File: config.mk
export PLATFORM = sky130hd
export DESIGN_NAME = vec_reg_copy_ctrl
export DESIGN_NICKNAME = d
export VERILOG_FILES = /design/src/rtl/vec_reg_copy_ctrl.sv
export SDC_FILE = /design/constraint.sdc
export NUM_CORES = 1
export LEC_CHECK = 0
export CAP_MARGIN = 20
export CELL_PAD_IN_SITES_DETAIL_PLACEMENT = 0
export CELL_PAD_IN_SITES_GLOBAL_PLACEMENT = 1
export CORE_MARGIN = 4
export CORE_UTILIZATION = 30
export CTS_CLUSTER_DIAMETER = 200
export CTS_CLUSTER_SIZE = 30
export DETAILED_ROUTE_END_ITERATION = 6
export HOLD_SLACK_MARGIN = 0.15
export PLACE_DENSITY_LB_ADDON = 0.15
export SLEW_MARGIN = 25
export SYNTH_ARGS = -nofsm -noshare
export SYNTH_HDL_FRONTEND = slang
export SYNTH_SLANG_ARGS = --single-unit
File: constraint.sdc
create_clock -name clk -period 3.6 [get_ports clk]
set_input_delay 0.72 -clock clk [delete_from_list [all_inputs] [get_ports clk]]
set_output_delay 0.72 -clock clk [all_outputs]
set_load 0.005 [all_outputs]
File: src/rtl/vec_reg_copy_ctrl.sv
// Copies a run of consecutive vector registers through a single-port register file:
// read, capture, write for each register, in ascending order, with addresses wrapping.
module vec_reg_copy_ctrl #(
  parameter int DATA_WIDTH = 128,
  parameter int ADDR_WIDTH = 5
) (
  input  logic                  clk,
  input  logic                  rst_n,
  input  logic                  req_valid,
  output logic                  req_ready,
  input  logic [ADDR_WIDTH-1:0] req_src,
  input  logic [ADDR_WIDTH-1:0] req_dst,
  input  logic [3:0]            req_cnt,
  output logic                  busy,
  output logic                  done,
  output logic                  rf_en,
  output logic                  rf_rw,
  output logic [ADDR_WIDTH-1:0] rf_addr,
  output logic [DATA_WIDTH-1:0] rf_wdata,
  input  logic [DATA_WIDTH-1:0] rf_rdata
);

  typedef enum logic [2:0] {
    IDLE,
    RD,
    CAP,
    WR,
    DONE
  } state_e;

  state_e                state_q, state_d;
  logic [ADDR_WIDTH-1:0] src_q, src_d;
  logic [ADDR_WIDTH-1:0] dst_q, dst_d;
  logic [3:0]            cnt_q, cnt_d;
  logic [3:0]            idx_q, idx_d;
  logic [DATA_WIDTH-1:0] buf_q, buf_d;

  logic                  req_ready_q, req_ready_d;
  logic                  busy_q, busy_d;
  logic                  done_q, done_d;
  logic                  rf_en_q, rf_en_d;
  logic                  rf_rw_q, rf_rw_d;
  logic [ADDR_WIDTH-1:0] rf_addr_q, rf_addr_d;

  // NOTE: every variable gets a default at the top of always_comb so no path leaves it
  // unassigned; otherwise synthesis infers a latch.
  always_comb begin
    state_d = state_q;
    src_d   = src_q;
    dst_d   = dst_q;
    cnt_d   = cnt_q;
    idx_d   = idx_q;
    buf_d   = buf_q;

    case (state_q)
      IDLE: begin
        if (req_valid) begin
          src_d   = req_src;
          dst_d   = req_dst;
          cnt_d   = req_cnt;
          idx_d   = 4'd0;
          state_d = (req_cnt == 4'd0) ? DONE : RD;
        end
      end
      RD:  state_d = CAP;
      CAP: begin
        buf_d   = rf_rdata;
        state_d = WR;
      end
      WR: begin
        idx_d   = idx_q + 4'd1;
        state_d = (({1'b0, idx_q} + 5'd1) < {1'b0, cnt_q}) ? RD : DONE;
      end
      DONE:    state_d = IDLE;
      default: state_d = IDLE;
    endcase

    // Outputs are decoded from the next state and then registered, so they are
    // glitch-free flops with no combinational path from req_* to the regfile port.
    req_ready_d = (state_d == IDLE);
    busy_d      = (state_d == RD) || (state_d == CAP) || (state_d == WR);
    done_d      = (state_d == DONE);
    rf_en_d     = (state_d == RD) || (state_d == WR);
    rf_rw_d     = (state_d == WR);
    if (state_d == RD) begin
      rf_addr_d = src_d + ADDR_WIDTH'(idx_d);
    end else if (state_d == WR) begin
      rf_addr_d = dst_d + ADDR_WIDTH'(idx_d);
    end else begin
      rf_addr_d = '0;
    end
  end

  // NOTE: sequential state uses non-blocking assignments so every flop samples the
  // pre-edge values of the others, independent of statement order.
  always_ff @(posedge clk or negedge rst_n) begin
    if (!rst_n) begin
      state_q     <= IDLE;
      src_q       <= '0;
      dst_q       <= '0;
      cnt_q       <= '0;
      idx_q       <= '0;
      // NOTE: the capture buffer is a plain register, not a memory array, so clearing
      // it on reset costs nothing and keeps rf_wdata at zero out of reset.
      buf_q       <= '0;
      req_ready_q <= 1'b1;
      busy_q      <= 1'b0;
      done_q      <= 1'b0;
      rf_en_q     <= 1'b0;
      rf_rw_q     <= 1'b0;
      rf_addr_q   <= '0;
    end else begin
      state_q     <= state_d;
      src_q       <= src_d;
      dst_q       <= dst_d;
      cnt_q       <= cnt_d;
      idx_q       <= idx_d;
      buf_q       <= buf_d;
      req_ready_q <= req_ready_d;
      busy_q      <= busy_d;
      done_q      <= done_d;
      rf_en_q     <= rf_en_d;
      rf_rw_q     <= rf_rw_d;
      rf_addr_q   <= rf_addr_d;
    end
  end

  assign req_ready = req_ready_q;
  assign busy      = busy_q;
  assign done      = done_q;
  assign rf_en     = rf_en_q;
  assign rf_rw     = rf_rw_q;
  assign rf_addr   = rf_addr_q;
  assign rf_wdata  = buf_q;

endmodule

==> metrics.csv <==
metric,value,unit
worst-skew pair later-pin latency,420,ps
detailed-placement wirelength estimate,13400,um
Die Footprint,23600,um^2
Tmin final,2960,ps
Worst setup EP type,flop,
number of buffers inserted for hold repair after clock tree synthesis,0,
routed wire length,19100,um
IO Pins,283,
fraction of met3 tracks used by global routing,6.38,%
achievable frequency,0.338,GHz
CTS buffer count,17,
cell area after technology mapping,6350,um^2
clock tree from TritonCTS,yes,
reported leakage power,4.87,nW
share of final-layout standard cells stronger than drive strength 1,6.06,%
count of input and output buffers,282,
1st-pass router iterations,4,
part of the cycle the worst path needs,82.2,%
Yosys Warn Count,0,
Worst Setup SP,req_valid,
most frequent standard cell in the layout excluding fill and tap cells,sky130_fd_sc_hd__nand2_1,
worst relative slew slack,56.2,%
effective utilization at floorplan,30.9,%
via density per instance,4.30,
crit path max fanout,6,
H-tree depth,4,
mean instance size in the synthesized netlist,9.51,um^2
cell chain of the critical path,clkdlybuf4s50_1 -> nor4b_4 -> nor2_1 -> nand2_1 -> o21ai_0 -> ha_1 -> fa_1 -> a21o_1 -> a21oi_1 -> xnor2_1 -> nand2_1 -> o21ai_1,
met2 track utilization from global routing,25.3,%
filler cell count,1993,
synthesized-area fraction occupied by and/or/nand/nor cells,24.4,%
overall via count from detail_route,5288,
adder and majority cell fraction of the synthesized area,2.99,%
type of the setup path with the least slack,in2reg,
Inst Count DP,1196,
core box area,20600,um^2
synthesized netlist net count,827,
Crit path required time,3940,ps
count of state elements after synthesis,159,
via count of the first global-routing pass,5353,
CTS Root Buffer Type,sky130_fd_sc_hd__clkbuf_16,
RSZ-0062 raised after global routing,no,
path type of the worst min-delay path,in2async,
"Hold Violations, Final",0,
number of buffers added for setup after CTS,0,
routing layer with the top usage in global route,met2,
maximum number of pins on one net before global-route repair,133,
xor/xnor share of the synthesized area,1.24,%
area growth from synthesis to layout,58.9,%
CP peak stage delay,480,ps
"most used cell, CP",sky130_fd_sc_hd__nand2_1,
clock sink count,159,
overall overflow remaining after global route,0,
number of max-capacitance violations reported,0,
number of violations reported at the end of detailed-routing iteration 0,224,
crit path DAT,3300,ps
cell taking the most area after synthesis,sky130_fd_sc_hd__dfrtp_1,
final weighted congestion of routability-driven global placement,0.754,
dominant combinational cell family by area after synthesis,simple AND/OR/NAND/NOR gates,
deepest clock path buffer count,2,
register area share after synthesis,62.6,%
fraction of the mapped netlist area in compound gates,3.35,%
family with the most delay on the worst path,simple AND/OR/NAND/NOR gates,
M1 GR Usage,20.4,%
number of buffer and inverter stages on the critical path,1,
Max rail drop VDD,0.475,mV
category of the worst setup path launch point,input pin,
sum of negative setup slack,0,ps
number of max-slew violations in the final report,0,
Synth cell types,38,
Detail Route Antenna Nets,0,
global-route total usage across every layer,16.1,%
synthesized netlist cell count,668,
leading cell types by total area after synthesis,"sky130_fd_sc_hd__dfrtp_1, sky130_fd_sc_hd__nand2_1, sky130_fd_sc_hd__ha_1",
Setup-failing EPs final,0,
Remaining DRCs,0,
clock-pin slew on the worst setup and hold paths,70,ps
proportion of netlist area held by the largest area contributor,62.2,%
post-CTS sizing,0,
mux share of post-synthesis cell area,1.99,%
reg-to-reg critical path startpoint,state_q[1]$_DFF_PN0_,
"commonest cells after routing, fill and taps aside","sky130_fd_sc_hd__nand2_1, sky130_fd_sc_hd__clkdlybuf4s50_1, sky130_fd_sc_hd__dfrtp_1, sky130_fd_sc_hd__clkbuf_16, sky130_fd_sc_hd__ha_1",
setup skew after layout,10.5,ps
result of the run,"complete, no violations",
"Max stage delay cell, worst path",sky130_fd_sc_hd__clkdlybuf4s50_1,
average wire per cell in the routed design,15.5,um
Worst Max-Slew Pin Slew,657,ps
number of antenna violations at the first check in global routing,3,
Overall Power,0.00947,W
final net count,1104,
Chip Width,154,um
wire length of the first global-routing pass,30100,um
Cell Pwr Density,938,nW/um^2
height of the die,154,um
Final Instance Count excl. Fillers,1231,
Placement Rows,52,
-- metrics by stage --
stage	cell area [um^2]	utilization, %	setup WS [ps]	hold slack, ps
CTS	10100	49.1	618	232
floorplan	6350	-	837	424
finish	10100	49.1	641	225
global route	10100	49.1	305	233
global placement	9430	45.9	186	456
detailed placement	9430	45.9	181	461
-- synth_stat cells --
cell type,n
sky130_fd_sc_hd__a21oi_2,1
sky130_fd_sc_hd__clkinv_4,1
sky130_fd_sc_hd__a22oi_1,1
sky130_fd_sc_hd__nand3_1,1
sky130_fd_sc_hd__mux2_2,9
sky130_fd_sc_hd__nor4b_2,1
sky130_fd_sc_hd__and3b_1,1
sky130_fd_sc_hd__a21bo_2,1
sky130_fd_sc_hd__o22ai_1,2
sky130_fd_sc_hd__nand2_1,391
sky130_fd_sc_hd__a31o_2,1
sky130_fd_sc_hd__a22o_1,2
sky130_fd_sc_hd__mux2_4,1
sky130_fd_sc_hd__buf_4,10
sky130_fd_sc_hd__nor3_1,1
sky130_fd_sc_hd__inv_1,9
sky130_fd_sc_hd__mux2i_1,1
sky130_fd_sc_hd__fa_1,2
sky130_fd_sc_hd__nand3b_1,1
sky130_fd_sc_hd__xnor2_1,4
sky130_fd_sc_hd__a21oi_1,5
sky130_fd_sc_hd__dfstp_2,1
sky130_fd_sc_hd__ha_1,12
sky130_fd_sc_hd__or3b_1,1
sky130_fd_sc_hd__nor2_1,3
sky130_fd_sc_hd__or2_2,1
sky130_fd_sc_hd__o21ai_1,3
sky130_fd_sc_hd__dfrtp_1,158
sky130_fd_sc_hd__o31ai_1,1
sky130_fd_sc_hd__or2_1,1
sky130_fd_sc_hd__o31ai_4,1
sky130_fd_sc_hd__a21o_1,4
sky130_fd_sc_hd__o21ai_0,8
sky130_fd_sc_hd__clkbuf_1,4
sky130_fd_sc_hd__or4_1,1
sky130_fd_sc_hd__xor2_1,5
sky130_fd_sc_hd__o21ai_2,1
sky130_fd_sc_hd__buf_2,17
-- kinds of logic (layout without fill, tap and decap cells) --
logic type / Yosys count / after routing
multiplexers: 11 / 11
buffers and inverters: 41 / 330
XOR/XNOR: 9 / 9
flip-flops: 159 / 159
AO/OA/AOI/OAI: 31 / 31
adder cells (fa/ha/maj): 14 / 14
AND/OR/NAND/NOR: 403 / 403
other: 0 / 4
-- layout make-up --
type / instances / area, um^2 / share of cell area (%)
antenna: 4 / 10.0 / 0.0991
clock buffer: 20 / 457 / 4.52
clock inverter: 11 / 203 / 2.01
inverter: 10 / 42.5 / 0.421
multi-input combinational: 468 / 2170 / 21.5
sequential: 159 / 3980 / 39.4
tap: 270 / 338 / 3.34
timing repair buffer: 289 / 2900 / 28.7
-- report_power, final --
part | internal [W] | switching, W | total [W]
Clock | 0.00128 | 0.000742 | 0.00202
Combinational | 0.00224 | 0.00210 | 0.00434
Sequential | 0.00268 | 0.000427 | 0.00311
-- per-layer routing --
| metal | part of all wire, % | wire length [um] |
|---|---|---|
| met1 | 43 | 8280 |
| met2 | 46 | 8780 |
| met3 | 8.7 | 1650 |
| met4 | 1.9 | 367 |
| met5 | 0 | 0 |
-- sequential cells by signal, indices dropped and copies added, names as in the netlist, 3 cells and up --
signal    flops
state_q       3
cnt_q         4
dst_q         5
src_q         5
rf_wdata    128
idx_q         4
rf_addr       5
-- path summary, 6_finish.rpt --
check                                      endpoint  slack [ps]  cells after the start
hold reg to reg            rf_wdata[85]$_DFFE_PN0P_         470                      2
min in group clk           rf_wdata[85]$_DFFE_PN0P_         470                      2
hold / removal             rf_wdata[18]$_DFFE_PN0P_         220                      1
setup reg to reg               rf_addr[4]$_DFF_PN0_         870                     11
setup / recovery               rf_addr[4]$_DFF_PN0_         640                     12
max in group asynchronous       req_ready$_DFF_PN1_        2470                      2
Power figures use the tool's default switching activity.
